File: src/rtl/axi_lite_pkg.sv
// Shared definitions for the AXI4-Lite data-memory slave.
//   dmem_state_e : slave FSM states
//   RespOkay / RespSlverr : AXI response codes
//   word_index() : zero-extends an 8-bit word index to the 12-bit memory address
package axi_lite_pkg;

  typedef enum logic [2:0] {
    StIdle,
    StWrIssue,
    StWrResp,
    StRdWait,
    StRdResp
  } dmem_state_e;

  localparam logic [1:0] RespOkay   = 2'b00;
  localparam logic [1:0] RespSlverr = 2'b10;

  function automatic logic [11:0] word_index(input logic [7:0] idx);
    return {4'b0000, idx};
  endfunction

endpackage

File: src/rtl/axi_lite_dmem_slave.sv
// AXI4-Lite slave fronting a single-port, 32-bit-wide synchronous data memory.
//
// Write path: AW and W are latched independently; once both are held the slave
// issues a one-cycle mem_write, then returns B. Reads are accepted only when no
// write is pending or being offered. The memory returns read_data one clock after
// read_addr; it is captured into s_rdata and held until the master takes R.
//
// Ports
//   clk, rst                    : clock, asynchronous active-high reset
//   s_aw*, s_w*, s_b*           : AXI4-Lite write channels
//   s_ar*, s_r*                 : AXI4-Lite read channels
//   mem_write, byte_en          : write strobe and byte lanes to the memory
//   write_addr, read_addr       : 12-bit word indices, taken from byte address [9:2]
//   write_data, read_data       : memory write word / memory read word
//
// Build option: define DMEM_AXI_ERR_EN to reject byte addresses >= MEM_WORDS*4
// with SLVERR (writes suppressed, reads return zero). Without it the upper
// address bits are ignored and every access is answered OKAY.
module axi_lite_dmem_slave
  import axi_lite_pkg::*;
#(
  parameter int unsigned ADDR_W    = 12,
  parameter int unsigned MEM_WORDS = 256
) (
  input  logic              clk,
  input  logic              rst,
  input  logic [ADDR_W-1:0] s_awaddr,
  input  logic              s_awvalid,
  output logic              s_awready,
  input  logic [31:0]       s_wdata,
  input  logic [3:0]        s_wstrb,
  input  logic              s_wvalid,
  output logic              s_wready,
  output logic [1:0]        s_bresp,
  output logic              s_bvalid,
  input  logic              s_bready,
  input  logic [ADDR_W-1:0] s_araddr,
  input  logic              s_arvalid,
  output logic              s_arready,
  output logic [31:0]       s_rdata,
  output logic [1:0]        s_rresp,
  output logic              s_rvalid,
  input  logic              s_rready,
  output logic              mem_write,
  output logic [3:0]        byte_en,
  output logic [11:0]       write_addr,
  output logic [11:0]       read_addr,
  output logic [31:0]       write_data,
  input  logic [31:0]       read_data
);

`ifdef DMEM_AXI_ERR_EN
  localparam bit ErrEn = 1'b1;
`else
  localparam bit ErrEn = 1'b0;
`endif

  localparam logic [31:0] ByteLimit = 32'(MEM_WORDS * 4);

  dmem_state_e state_q;
  logic        aw_vld_q, w_vld_q;
  logic        aw_err_q, ar_err_q;
  logic        rd_wait_q;
  logic        mem_write_q;
  logic [3:0]  byte_en_q;
  logic [11:0] write_addr_q, read_addr_q;
  logic [31:0] write_data_q, rdata_q;
  logic [1:0]  bresp_q, rresp_q;
  logic        bvalid_q, rvalid_q;

  logic aw_hs, w_hs, ar_hs;
  logic aw_oor, ar_oor;
  logic idle;

  assign idle = (state_q == StIdle);

  // Readies are gated by rst so they read 0 while reset is held.
  assign s_awready = ~rst & idle & ~aw_vld_q;
  assign s_wready  = ~rst & idle & ~w_vld_q;
  // Writes win: a read is only taken when no write is latched or being offered.
  assign s_arready = ~rst & idle & ~aw_vld_q & ~w_vld_q & ~s_awvalid & ~s_wvalid;

  assign aw_hs = s_awvalid & s_awready;
  assign w_hs  = s_wvalid & s_wready;
  assign ar_hs = s_arvalid & s_arready;

  assign aw_oor = ErrEn & (32'(s_awaddr) >= ByteLimit);
  assign ar_oor = ErrEn & (32'(s_araddr) >= ByteLimit);

  always_ff @(posedge clk or posedge rst) begin
    if (rst) begin
      state_q      <= StIdle;
      aw_vld_q     <= 1'b0;
      w_vld_q      <= 1'b0;
      aw_err_q     <= 1'b0;
      ar_err_q     <= 1'b0;
      rd_wait_q    <= 1'b0;
      mem_write_q  <= 1'b0;
      byte_en_q    <= 4'b0000;
      write_addr_q <= 12'h000;
      read_addr_q  <= 12'h000;
      write_data_q <= 32'h0;
      rdata_q      <= 32'h0;
      bresp_q      <= RespOkay;
      rresp_q      <= RespOkay;
      bvalid_q     <= 1'b0;
      rvalid_q     <= 1'b0;
    end else begin
      mem_write_q <= 1'b0;
      case (state_q)
        StIdle: begin
          if (aw_vld_q && w_vld_q) begin
            state_q     <= StWrIssue;
            mem_write_q <= ~aw_err_q;
          end else begin
            if (aw_hs) begin
              aw_vld_q     <= 1'b1;
              aw_err_q     <= aw_oor;
              write_addr_q <= word_index(s_awaddr[9:2]);
            end
            if (w_hs) begin
              w_vld_q      <= 1'b1;
              write_data_q <= s_wdata;
              byte_en_q    <= s_wstrb;
            end
            if (ar_hs) begin
              state_q     <= StRdWait;
              ar_err_q    <= ar_oor;
              rd_wait_q   <= 1'b0;
              read_addr_q <= word_index(s_araddr[9:2]);
            end
          end
        end
        StWrIssue: begin
          state_q  <= StWrResp;
          bvalid_q <= 1'b1;
          bresp_q  <= aw_err_q ? RespSlverr : RespOkay;
        end
        StWrResp: begin
          if (s_bready) begin
            state_q  <= StIdle;
            bvalid_q <= 1'b0;
            aw_vld_q <= 1'b0;
            w_vld_q  <= 1'b0;
          end
        end
        StRdWait: begin
          // First cycle lets the memory register read_addr; data is valid on the second.
          if (!rd_wait_q) begin
            rd_wait_q <= 1'b1;
          end else begin
            state_q  <= StRdResp;
            rvalid_q <= 1'b1;
            rdata_q  <= ar_err_q ? 32'h0 : read_data;
            rresp_q  <= ar_err_q ? RespSlverr : RespOkay;
          end
        end
        StRdResp: begin
          if (s_rready) begin
            state_q  <= StIdle;
            rvalid_q <= 1'b0;
          end
        end
        default: state_q <= StIdle;
      endcase
    end
  end

  assign mem_write  = mem_write_q;
  assign byte_en    = byte_en_q;
  assign write_addr = write_addr_q;
  assign read_addr  = read_addr_q;
  assign write_data = write_data_q;
  assign s_rdata    = rdata_q;
  assign s_rresp    = rresp_q;
  assign s_rvalid   = rvalid_q;
  assign s_bresp    = bresp_q;
  assign s_bvalid   = bvalid_q;

endmodule

File: config.mk
export PLATFORM = sky130hd
export DESIGN_NAME = axi_lite_dmem_slave
export DESIGN_NICKNAME = d
export VERILOG_FILES = /design/src/rtl/axi_lite_pkg.sv /design/src/rtl/axi_lite_dmem_slave.sv
export SDC_FILE = /design/constraint.sdc
export NUM_CORES = 1
export LEC_CHECK = 0
export CAP_MARGIN = 20
export CORE_MARGIN = 2
export CORE_UTILIZATION = 44
export CTS_BUF_LIST = sky130_fd_sc_hd__clkbuf_2 sky130_fd_sc_hd__clkbuf_4 sky130_fd_sc_hd__clkbuf_8
export DETAILED_ROUTE_END_ITERATION = 7
export GPL_TIMING_DRIVEN = 0
export PLACE_DENSITY = 0.9
export SYNTH_ARGS = -nofsm -noshare
export SYNTH_HDL_FRONTEND = slang
export SYNTH_SLANG_ARGS = --single-unit
File: constraint.sdc
create_clock -name clk -period 8.2 [get_ports clk]
set_input_delay 1.23 -clock clk [delete_from_list [all_inputs] [get_ports clk]]
set_output_delay 1.23 -clock clk [all_outputs]
set_load 0.01 [all_outputs]
==> run summary, run 1 <==
Seq. cell area = 0.00233 sq mm
Clk pin slew, worst setup/hold paths = 0.08 ns
Post-CTS Resized = 0
Distinct cells, synth = 30
Initial core utilization = 0.445
Critical path arrival = 2.92 ns
Global-route wire length before repair = 14200 microns
Post-synth EDFFs = 0
Req. time, crit path = 6.97 ns
Setup TNS = 0 ns
Leak Pwr = 2.67 nW
RSZ-0062 raised after global routing = false
Core Area = 0.00859 sq mm
Biggest area consumer among synthesized cells = dfrtp_1
Final Util = 0.699
I/O Pins = 201
Gr ovfl total = 0
Cell area after layout = 0.00601 sq mm
Post-synth top area share = 0.609
Clock H-tree levels = 3
Synth Register Bits = 93
Sink Count = 93
CP Class = in -> out
Async SR Flop Fraction = 1.00
Clock tree buffer depth = 2
Chip Height = 97.2 microns
Die width = 97.2 microns
CTS tree = done
Largest net degree at the start of global routing = 76
Clock Skew = 0.0140 ns
Fmax achieved = 241 MHz
Fin nets = 540
Maximum VDD drop = 0.150 mV
Cell row count = 34
Top cells by area, synth = dfrtp_1 (61%), mux2_2 (16%), mux2_4 (11%)
Area Growth Syn to Fin = 57.1%
Vias per inst = 4.78
CTS Hold Bufs = 0
Status = complete, no violations
Final cell count without fillers = 553
Post-Route WL = 8740 microns
Final period utilization = 0.506
DR iter-0 viols = 26
Area after DPL = 0.00583 sq mm
Initial antenna violation count = 0
# DRC = 0
DR vias = 2644
Cell Area, Synth = 0.00382 sq mm
Hold Path Class = reg -> reg
Area taken by multi-input logic gates = 0.00133 sq mm
Max Cap Viol = 0
Fillers = 606
Drt pass-1 iters = 4
Wirelength per Cell = 15.8 microns
Cell with the most instances after synthesis = dfrtp_1
Final ANT Viol Nets = 0
Cell count after synthesis = 238
Endpoints failing hold = 0
CP Launch Type = input port
Setup violators final = 0
Synth warnings = 0
Die ar. = 0.00945 sq mm
Clk_lat worst skew = 0.36 ns
Port-buffer cells = 180
Avg Cell Area, Syn = 16.1 sq um
Sequential share of the synthesized area = 0.609
Post-CTS Setup Bufs = 0
Crit Path Max Fanout = 3
Clk root buf = clkbuf_8
Max-slew violations = 0
Cell area power density = 355 mW/mm^2
Layout cell share with drive strength beyond 1 = 0.283
HPWL after DPL = 6560 microns
GR Util All Layers = 0.190
GP Congestion = 0.774
Crit end category = primary output
Primary FF master, synth = dfrtp_1
Antenna Cells = 0
Num CTS Buffers = 9
Min Tclk post-route = 4.15 ns
Placed cells = 538
Vias in the first global route = 2726
Most frequent cells after synthesis = dfrtp_1 (93), mux2_2 (55), mux2_4 (29), buf_4 (13)
## cells by family (layout without fill, tap and decap cells)
group	after synthesis	in the layout	synth area share
compound gates	11	11	0.0180
buf+inv	26	222	0.0543
flops	93	93	0.609
mux	84	84	0.276
other cells	1	12	0.000981
simple gates	23	23	0.0422
## metal layers
metal	vias to the layer above	GRT usage	share of wire
li1	1212	-	-
met1	1294	0.237	0.41
met2	123	0.311	0.50
met3	15	0.0576	0.067
met4	0	0.0769	0.022
met5	-	0	0
## final timing paths
check | end | depth (start not counted) | slack, ns | from
max in group asynchronous | byte_en[3] | 3 | 6.28 | rst
worst min register to register | s_rdata[6] | 1 | 0.51 | s_rdata[6]
worst max-delay path | s_awready | 4 | 4.05 | rst
worst min-delay path | s_rdata[6] | 1 | 0.51 | s_rdata[6]
min in group asynchronous | s_rdata[7] | 2 | 1.27 | rst
worst max register to register | write_data[28] | 6 | 6.49 | state_q[2]
## report_power, final
group / switching (W) / internal (W) / leakage [nW]
Sequential: 0.000124 / 0.000689 / 1.11
Combinational: 0.000360 / 0.000681 / 1.47
Clock: 0.000160 / 0.000117 / 0.0843
## registers in the layout (all words and copies together), names as in the netlist, 3 cells and up
signal,count
byte_en,4
read_addr,8
s_rdata,32
state_q,3
write_addr,8
write_data,32
## area by class of cell
cell class | instances | share of cell area
multi-input cells | 130 | 0.221
clock buffers | 10 | 0.0229
well taps | 108 | 0.0225
clock inverters | 5 | 0.00625
repair buffers | 181 | 0.305
flip-flops and latches | 93 | 0.387
plain buffers | 23 | 0.0327
inverters | 3 | 0.00229
## cell usage in the layout (no fill, tap or decap), types with 2 or more instances in the layout
| master | n |
|---|---|
| mux2_4 | 29 |
| conb_1 | 12 |
| nor2_1 | 4 |
| buf_2 | 4 |
| nand2_1 | 4 |
| buf_12 | 3 |
| clkbuf_1 | 2 |
| a21oi_1 | 4 |
| mux2_2 | 55 |
| buf_4 | 13 |
| clkinv_4 | 2 |
| clkdlybuf4s50_1 | 180 |
| nor4_1 | 2 |
| clkbuf_8 | 10 |
| nand3_2 | 2 |
| o21ai_0 | 3 |
| clkinvlp_4 | 2 |
| inv_1 | 2 |
| nand3b_1 | 2 |
| dfrtp_1 | 93 |
## critical path, stage by stage
cell             delay (ns)
clkdlybuf4s50_1        0.52
or4_1                  0.50
nor2_1                 0.12
clkdlybuf4s50_1        0.56
## per-stage QoR
stage / setup WS (ns) / total power, W / hold slack, ns
floorplan: 4.55 / 0.00130 / 0.498
global placement: 3.10 / 0.00183 / 0.486
detailed placement: 4.05 / 0.00187 / 0.490
CTS: 4.05 / 0.00216 / 0.511
global route: 3.99 / 0.00225 / 0.523
finish: 4.05 / 0.00213 / 0.507
Power figures use the tool's default switching activity.
==> inputs of run 2 (changes only) <==
--- a/config.mk
+++ b/config.mk
@@ -7,11 +7,11 @@
 export LEC_CHECK = 0
 export CAP_MARGIN = 20
 export CORE_MARGIN = 2
-export CORE_UTILIZATION = 44
+export CORE_UTILIZATION = 37
 export CTS_BUF_LIST = sky130_fd_sc_hd__clkbuf_2 sky130_fd_sc_hd__clkbuf_4 sky130_fd_sc_hd__clkbuf_8
 export DETAILED_ROUTE_END_ITERATION = 7
 export GPL_TIMING_DRIVEN = 0
-export PLACE_DENSITY = 0.9
+export PLACE_DENSITY = 0.81
 export SYNTH_ARGS = -nofsm -noshare
 export SYNTH_HDL_FRONTEND = slang
 export SYNTH_SLANG_ARGS = --single-unit
==> constraint.sdc (replaced) <==
create_clock -name clk -period 3.4 [get_ports clk]
set_input_delay 0.51 -clock clk [delete_from_list [all_inputs] [get_ports clk]]
set_output_delay 0.51 -clock clk [all_outputs]
set_load 0.01 [all_outputs]
==> run summary, run 2 (synthesis gave the netlist of run 1 again) <==
Status = complete, no violations (unchanged)
Critical path arrival = 2.27 ns (was 2.92 ns)
Area Growth Syn to Fin = 58.6% (was 57.1%)
Fmax achieved = 360 MHz
CP Launch Type = flop (was input port)
GR Util All Layers = 0.156 (was 0.190)
Cell area after layout = 0.00607 sq mm (was 0.00601 sq mm)
Reg2reg setup slack = 1.68 ns (was 6.49 ns)
Req. time, crit path = 2.89 ns (was 6.97 ns)
Final ANT Viol Nets = 0 (unchanged)
CTS Hold Bufs = 0 (unchanged)
# DRC = 0 (unchanged)
Clk root buf = clkbuf_8 (unchanged)
Initial antenna violation count = 0 (unchanged)
Hold-critical path depth = 1 (unchanged)
Clock H-tree levels = 3 (unchanged)
DR vias = 2605 (was 2644)
R2r worst-path depth = 5 (was 6)
Layout cell share with drive strength beyond 1 = 0.285 (was 0.283)
Fillers = 821 (was 606)
Largest net degree at the start of global routing = 66 (was 76)
Clk_lat worst skew = 0.35 ns (was 0.36 ns)
Vias in the first global route = 2795 (was 2726)
Gr ovfl total = 0 (unchanged)
Crit Path Max Fanout = 10 (was 3)
Clock Skew = 0.0119 ns (was 0.0140 ns)
Crit end category = primary output (unchanged)
RSZ-0062 raised after global routing = false (unchanged)
Port-buffer cells = 180 (unchanged)
Reg2reg start = state_q[1] (was state_q[2])
GP Congestion = 0.717 (was 0.774)
Hold endpoint = read_addr[1] (was s_rdata[6])
Min Tclk post-route = 2.78 ns
Core Area = 0.0102 sq mm (was 0.00859 sq mm)
Initial core utilization = 0.375 (was 0.445)
Chip Height = 106 microns (was 97.2 microns)
Leak Pwr = 2.69 nW (was 2.67 nW)
Hold Path Origin = read_addr[1] (was s_rdata[6])
Clk pin slew, worst setup/hold paths = 0.09 ns (was 0.08 ns)
Post-CTS Setup Bufs = 0 (unchanged)
Maximum VDD drop = 0.353 mV (was 0.150 mV)
Crit. Startpoint = state_q[1] (was rst)
R2R Path End = write_data[17] (was write_data[28])
Num CTS Buffers = 9 (unchanged)
DR iter-0 viols = 48 (was 26)
Setup WS pre-CTS = 0.745 ns (was 4.05 ns)
Sink Count = 93 (unchanged)
Fin worst setup slack = 0.620 ns (was 4.05 ns)
Most frequent cells in the layout = clkdlybuf4s50_1 (180), dfrtp_1 (93), mux2_2 (55) (unchanged)
Cell area power density = 859 mW/mm^2 (was 355 mW/mm^2)
Final period utilization = 0.818
Final Util = 0.596 (was 0.699)
Fin nets = 540 (unchanged)
Endpoints failing hold = 0 (unchanged)
Hold Path Class = reg -> reg (unchanged)
CP Class = reg -> out (was in -> out)
Post-Route WL = 8590 microns (was 8740 microns)
Wirelength per Cell = 14.8 microns (was 15.8 microns)
Die ar. = 0.0112 sq mm (was 0.00945 sq mm)
Antenna Cells = 0 (unchanged)
Most common cell after layout, fill and taps aside = clkdlybuf4s50_1 (unchanged)
I/O Pins = 201 (unchanged)
Post-CTS Resized = 0 (unchanged)
CTS tree = done (unchanged)
Clock tree buffer depth = 2 (unchanged)
Overall Power = 0.00521 W (was 0.00213 W)
Vias per inst = 4.48 (was 4.78)
HPWL after DPL = 6520 microns (was 6560 microns)
Max Cap Viol = 0 (unchanged)
Die width = 106 microns (was 97.2 microns)
Drt pass-1 iters = 3 (was 4)
Area after DPL = 0.00587 sq mm (was 0.00583 sq mm)
Max-slew violations = 0 (unchanged)
Cell row count = 37 (was 34)
Global-route wire length before repair = 13700 microns (was 14200 microns)
Setup violators final = 0 (unchanged)
==> run 2: how the worst max path moves through the flow <==
stage	cells past startpoint	endpoint	slack, ns
finish	4	s_awready	0.62
global route	4	s_wready	0.49
CTS	4	s_wready	0.60
detailed placement	4	s_wready	0.75
global placement	2	write_data[15]	-0.98
floorplan	1	aw_vld_q	0.47
==> run 2: layout make-up <==
class / count / area [sq um] / share of cell area
Sequential cell: 93 / 2330 / 0.384
Timing Repair Buffer: 181 / 1830 / 0.302
Multi-Input combinational cell: 130 / 1330 / 0.219
Buffer: 23 / 196 / 0.0324
Tap cell: 136 / 170 / 0.0281
Clock buffer: 11 / 139 / 0.0229
Clock inverter: 5 / 60.1 / 0.00990
Inverter: 3 / 13.8 / 0.00227
==> run 2: through the flow <==
stage                     TNS (ns)  hold slack, ns  cells
after global placement      -90.45           0.487    565
after global routing             0           0.521    582
after CTS                        0           0.513    582
final                            0           0.507    582
after floorplan                  0           0.498    249
after detailed placement         0           0.490    566
==> run 2: routing by layer <==
metal	track usage	vias to the layer above	routed length, microns
met2	0.270	111	4330
met1	0.188	1268	3510
met4	0.0517	0	129
met3	0.0439	12	616
li1	-	1214	-
met5	0	-	0
==> run 2: report_power, final <==
part           switching (W)  internal (W)  total [W]
clock               0.000381      0.000360   0.000740
combinational       0.000855       0.00164    0.00250
sequential          0.000307       0.00166    0.00197
total                0.00154       0.00366    0.00521
==> run 2: critical path, stage by stage (launching register included) <==
cell,delay [ns]
dfrtp_1,0.45
clkbuf_1,0.23
or4_1,0.57
nor2_1,0.10
clkdlybuf4s50_1,0.56
==> inputs of run 3 (changes only) <==
--- a/config.mk
+++ b/config.mk
@@ -7,11 +7,11 @@
 export LEC_CHECK = 0
 export CAP_MARGIN = 20
 export CORE_MARGIN = 2
-export CORE_UTILIZATION = 37
+export CORE_UTILIZATION = 41
 export CTS_BUF_LIST = sky130_fd_sc_hd__clkbuf_2 sky130_fd_sc_hd__clkbuf_4 sky130_fd_sc_hd__clkbuf_8
 export DETAILED_ROUTE_END_ITERATION = 7
 export GPL_TIMING_DRIVEN = 0
-export PLACE_DENSITY = 0.81
+export PLACE_DENSITY = 0.85
 export SYNTH_ARGS = -nofsm -noshare
 export SYNTH_HDL_FRONTEND = slang
 export SYNTH_SLANG_ARGS = --single-unit
==> constraint.sdc (replaced) <==
create_clock -name clk -period 2.6 [get_ports clk]
set_input_delay 0.39 -clock clk [delete_from_list [all_inputs] [get_ports clk]]
set_output_delay 0.39 -clock clk [all_outputs]
set_load 0.01 [all_outputs]
==> run summary, run 3 (synthesis gave the netlist of run 1 again) <==
RSZ-0062 raised after global routing = false (unchanged)
Largest delay contributor family on the critical path = simple AND/OR/NAND/NOR gates (was buffers and inverters)
CP max stage cell = or4_1 (unchanged)
Clk root buf = clkbuf_8 (unchanged)
Crit. Startpoint = state_q[1] (unchanged)
Sw power = 0.00203 W (was 0.00154 W)
Crit Path Max Fanout = 13 (was 10)
GP Congestion = 0.744 (was 0.717)
Min Tclk post-route = 2.50 ns
Most common cell after layout, fill and taps aside = clkdlybuf4s50_1 (unchanged)
Drt pass-1 iters = 4 (was 3)
Reg2reg start = state_q[1] (unchanged)
Overall Power = 0.00683 W (was 0.00521 W)
Die width = 101 microns (was 106 microns)
Final ANT Viol Nets = 0 (unchanged)
Clock tree buffer depth = 2 (unchanged)
Hold Path Origin = s_rdata[0] (was read_addr[1])
Switching Fraction = 0.297 (was 0.296)
Cell area power density = 1130 mW/mm^2 (was 859 mW/mm^2)
Leak Pwr = 2.68 nW (was 2.69 nW)
CP Launch Type = flop (unchanged)
Clk pin slew, worst setup/hold paths = 0.09 ns (about the same)
Worst slew margin = 0.650
Worst Max-Slew Pin Slew = 0.525 ns
Endpoints failing hold = 0 (unchanged)
Die ar. = 0.0101 sq mm (was 0.0112 sq mm)
Largest net degree at the start of global routing = 38 (was 66)
Most frequent cells in the layout = clkdlybuf4s50_1 (180), dfrtp_1 (91), mux2_2 (55) (was clkdlybuf4s50_1 (180), dfrtp_1 (93), mux2_2 (55))
Max-slew violations = 0 (unchanged)
Antenna Cells = 0 (unchanged)
Max Cap Viol = 0 (unchanged)
Combinational fraction of design power = 0.476 (was 0.480)
# DRC = 0 (unchanged)
GR Util All Layers = 0.177 (was 0.156)
Clk_lat worst skew = 0.34 ns (was 0.35 ns)
CP bufs+invs = 1 (was 2)
Initial antenna violation count = 0 (unchanged)
Clock H-tree levels = 3 (unchanged)
Core Area = 0.00915 sq mm (was 0.0102 sq mm)
Vias per inst = 4.72 (was 4.48)
Num CTS Buffers = 9 (unchanged)
Cell row count = 35 (was 37)
DR vias = 2624 (was 2605)
I/O Pins = 201 (unchanged)
Crit end category = primary output (unchanged)
Chip Height = 101 microns (was 106 microns)
Fin worst setup slack = 0.103 ns (was 0.620 ns)
HPWL after DPL = 6890 microns (was 6520 microns)
Clock Skew = 0.00897 ns (was 0.0119 ns)
CTS Hold Bufs = 0 (unchanged)
Post-Route WL = 8740 microns (was 8590 microns)
Port-buffer cells = 180 (unchanged)
Final Util = 0.661 (was 0.596)
Req. time, crit path = 2.21 ns (was 2.89 ns)
Wirelength per Cell = 15.7 microns (was 14.8 microns)
CTS tree = done (unchanged)
Final period utilization = 0.960
Sequential Power Share = 0.382 (was 0.378)
Global-route wire length before repair = 13800 microns (was 13700 microns)
Setup violators final = 0 (unchanged)
CP Class = reg -> out (unchanged)
Setup TNS = 0 ns (unchanged)
Setup WS pre-CTS = 0.139 ns (was 0.745 ns)
Fmax achieved = 401 MHz
Critical path arrival = 2.11 ns (was 2.27 ns)
Initial core utilization = 0.418 (was 0.375)
Clock group share of total power = 0.142 (about the same)
Crit-path max cell delay = 0.59 ns (was 0.57 ns)
Fin nets = 539 (was 540)
Area Growth Syn to Fin = 58.2% (was 58.6%)
Gr ovfl total = 0 (unchanged)
DR iter-0 viols = 41 (was 48)
Status = complete, no violations (unchanged)
Vias in the first global route = 2687 (was 2795)
Internal = 0.00480 W (was 0.00366 W)
Layout cell share with drive strength beyond 1 = 0.292 (was 0.285)
Hold Path Class = reg -> reg (unchanged)
Critical path, cell by cell = or4_1 > nor2_1 > clkdlybuf4s50_1 (was clkbuf_1 > or4_1 > nor2_1 > clkdlybuf4s50_1)
Sink Count = 93 (unchanged)
Maximum VDD drop = 0.592 mV (was 0.353 mV)
-- run 3: final timing paths --
| kind | cells past startpoint | to | slack, ns |
|---|---|---|---|
| worst max-delay path | 3 | s_wready | 0.10 |
| worst min-delay path | 1 | s_rdata[0] | 0.51 |
| worst max register to register | 5 | write_data[10] | 0.81 |
| worst min register to register | 1 | s_rdata[0] | 0.51 |
| max in group asynchronous | 3 | write_data[11] | 1.50 |
| min in group asynchronous | 2 | s_rdata[5] | 0.55 |
-- run 3: worst register-to-register path, cell delays in order (launching register included) --
cell	delay, ns
dfrtp_2	0.50
nor4_4	0.41
nand3b_2	0.12
buf_6	0.17
buf_12	0.16
mux2_4	0.31
-- run 3: final cells by class --
type | count | area [sq um]
Inverter | 3 | 15.0
Timing Repair Buffer | 182 | 1840
Clock buffer | 11 | 145
Clock inverter | 5 | 60.1
Multi-Input combinational cell | 130 | 1330
Sequential cell | 93 | 2330
Buffer | 21 | 189
Tap cell | 111 | 139
Fill cell | 651 | 3100
-- run 3: power by group through the flow --
stage / sequential (W) / combinational (W) / clock, W
3_5_place_dp: 0.00261 / 0.00332 / 0
4_1_cts: 0.00262 / 0.00329 / 0.00101
6_report: 0.00261 / 0.00325 / 0.000973
5_1_grt: 0.00271 / 0.00347 / 0.00107
3_3_place_gp: 0.00255 / 0.00325 / 0
2_1_floorplan: 0.00289 / 0.00121 / 0
-- run 3: metrics by stage --
| step | hold WS [ns] | instances | area [sq um] |
|---|---|---|---|
| 2_1_floorplan | 0.474 | 249 | 3870 |
| 4_1_cts | 0.513 | 556 | 6050 |
| 5_1_grt | 0.521 | 556 | 6050 |
| 3_5_place_dp | 0.492 | 542 | 5850 |
| 6_report | 0.510 | 556 | 6050 |
| 3_3_place_gp | 0.487 | 540 | 5810 |
-- run 3: layer usage --
| layer | track usage | part of all wire | vias to the layer above |
|---|---|---|---|
| li1 | - | - | 1212 |
| met1 | 0.209 | 0.40 | 1294 |
| met2 | 0.315 | 0.52 | 108 |
| met3 | 0.0555 | 0.073 | 10 |
| met4 | 0.0443 | 0.015 | 0 |
| met5 | 0 | 0 | - |
-- run 3: repair_timing --
| action | in CTS | in global routing |
|---|---|---|
| buffers inserted | 0 | 0 |
| hold endpoints to repair | 0 | 0 |
| gates resized for setup | 0 | 2 |
| cloned | 0 | 0 |
| endpoints found under the setup margin | 2 | 2 |
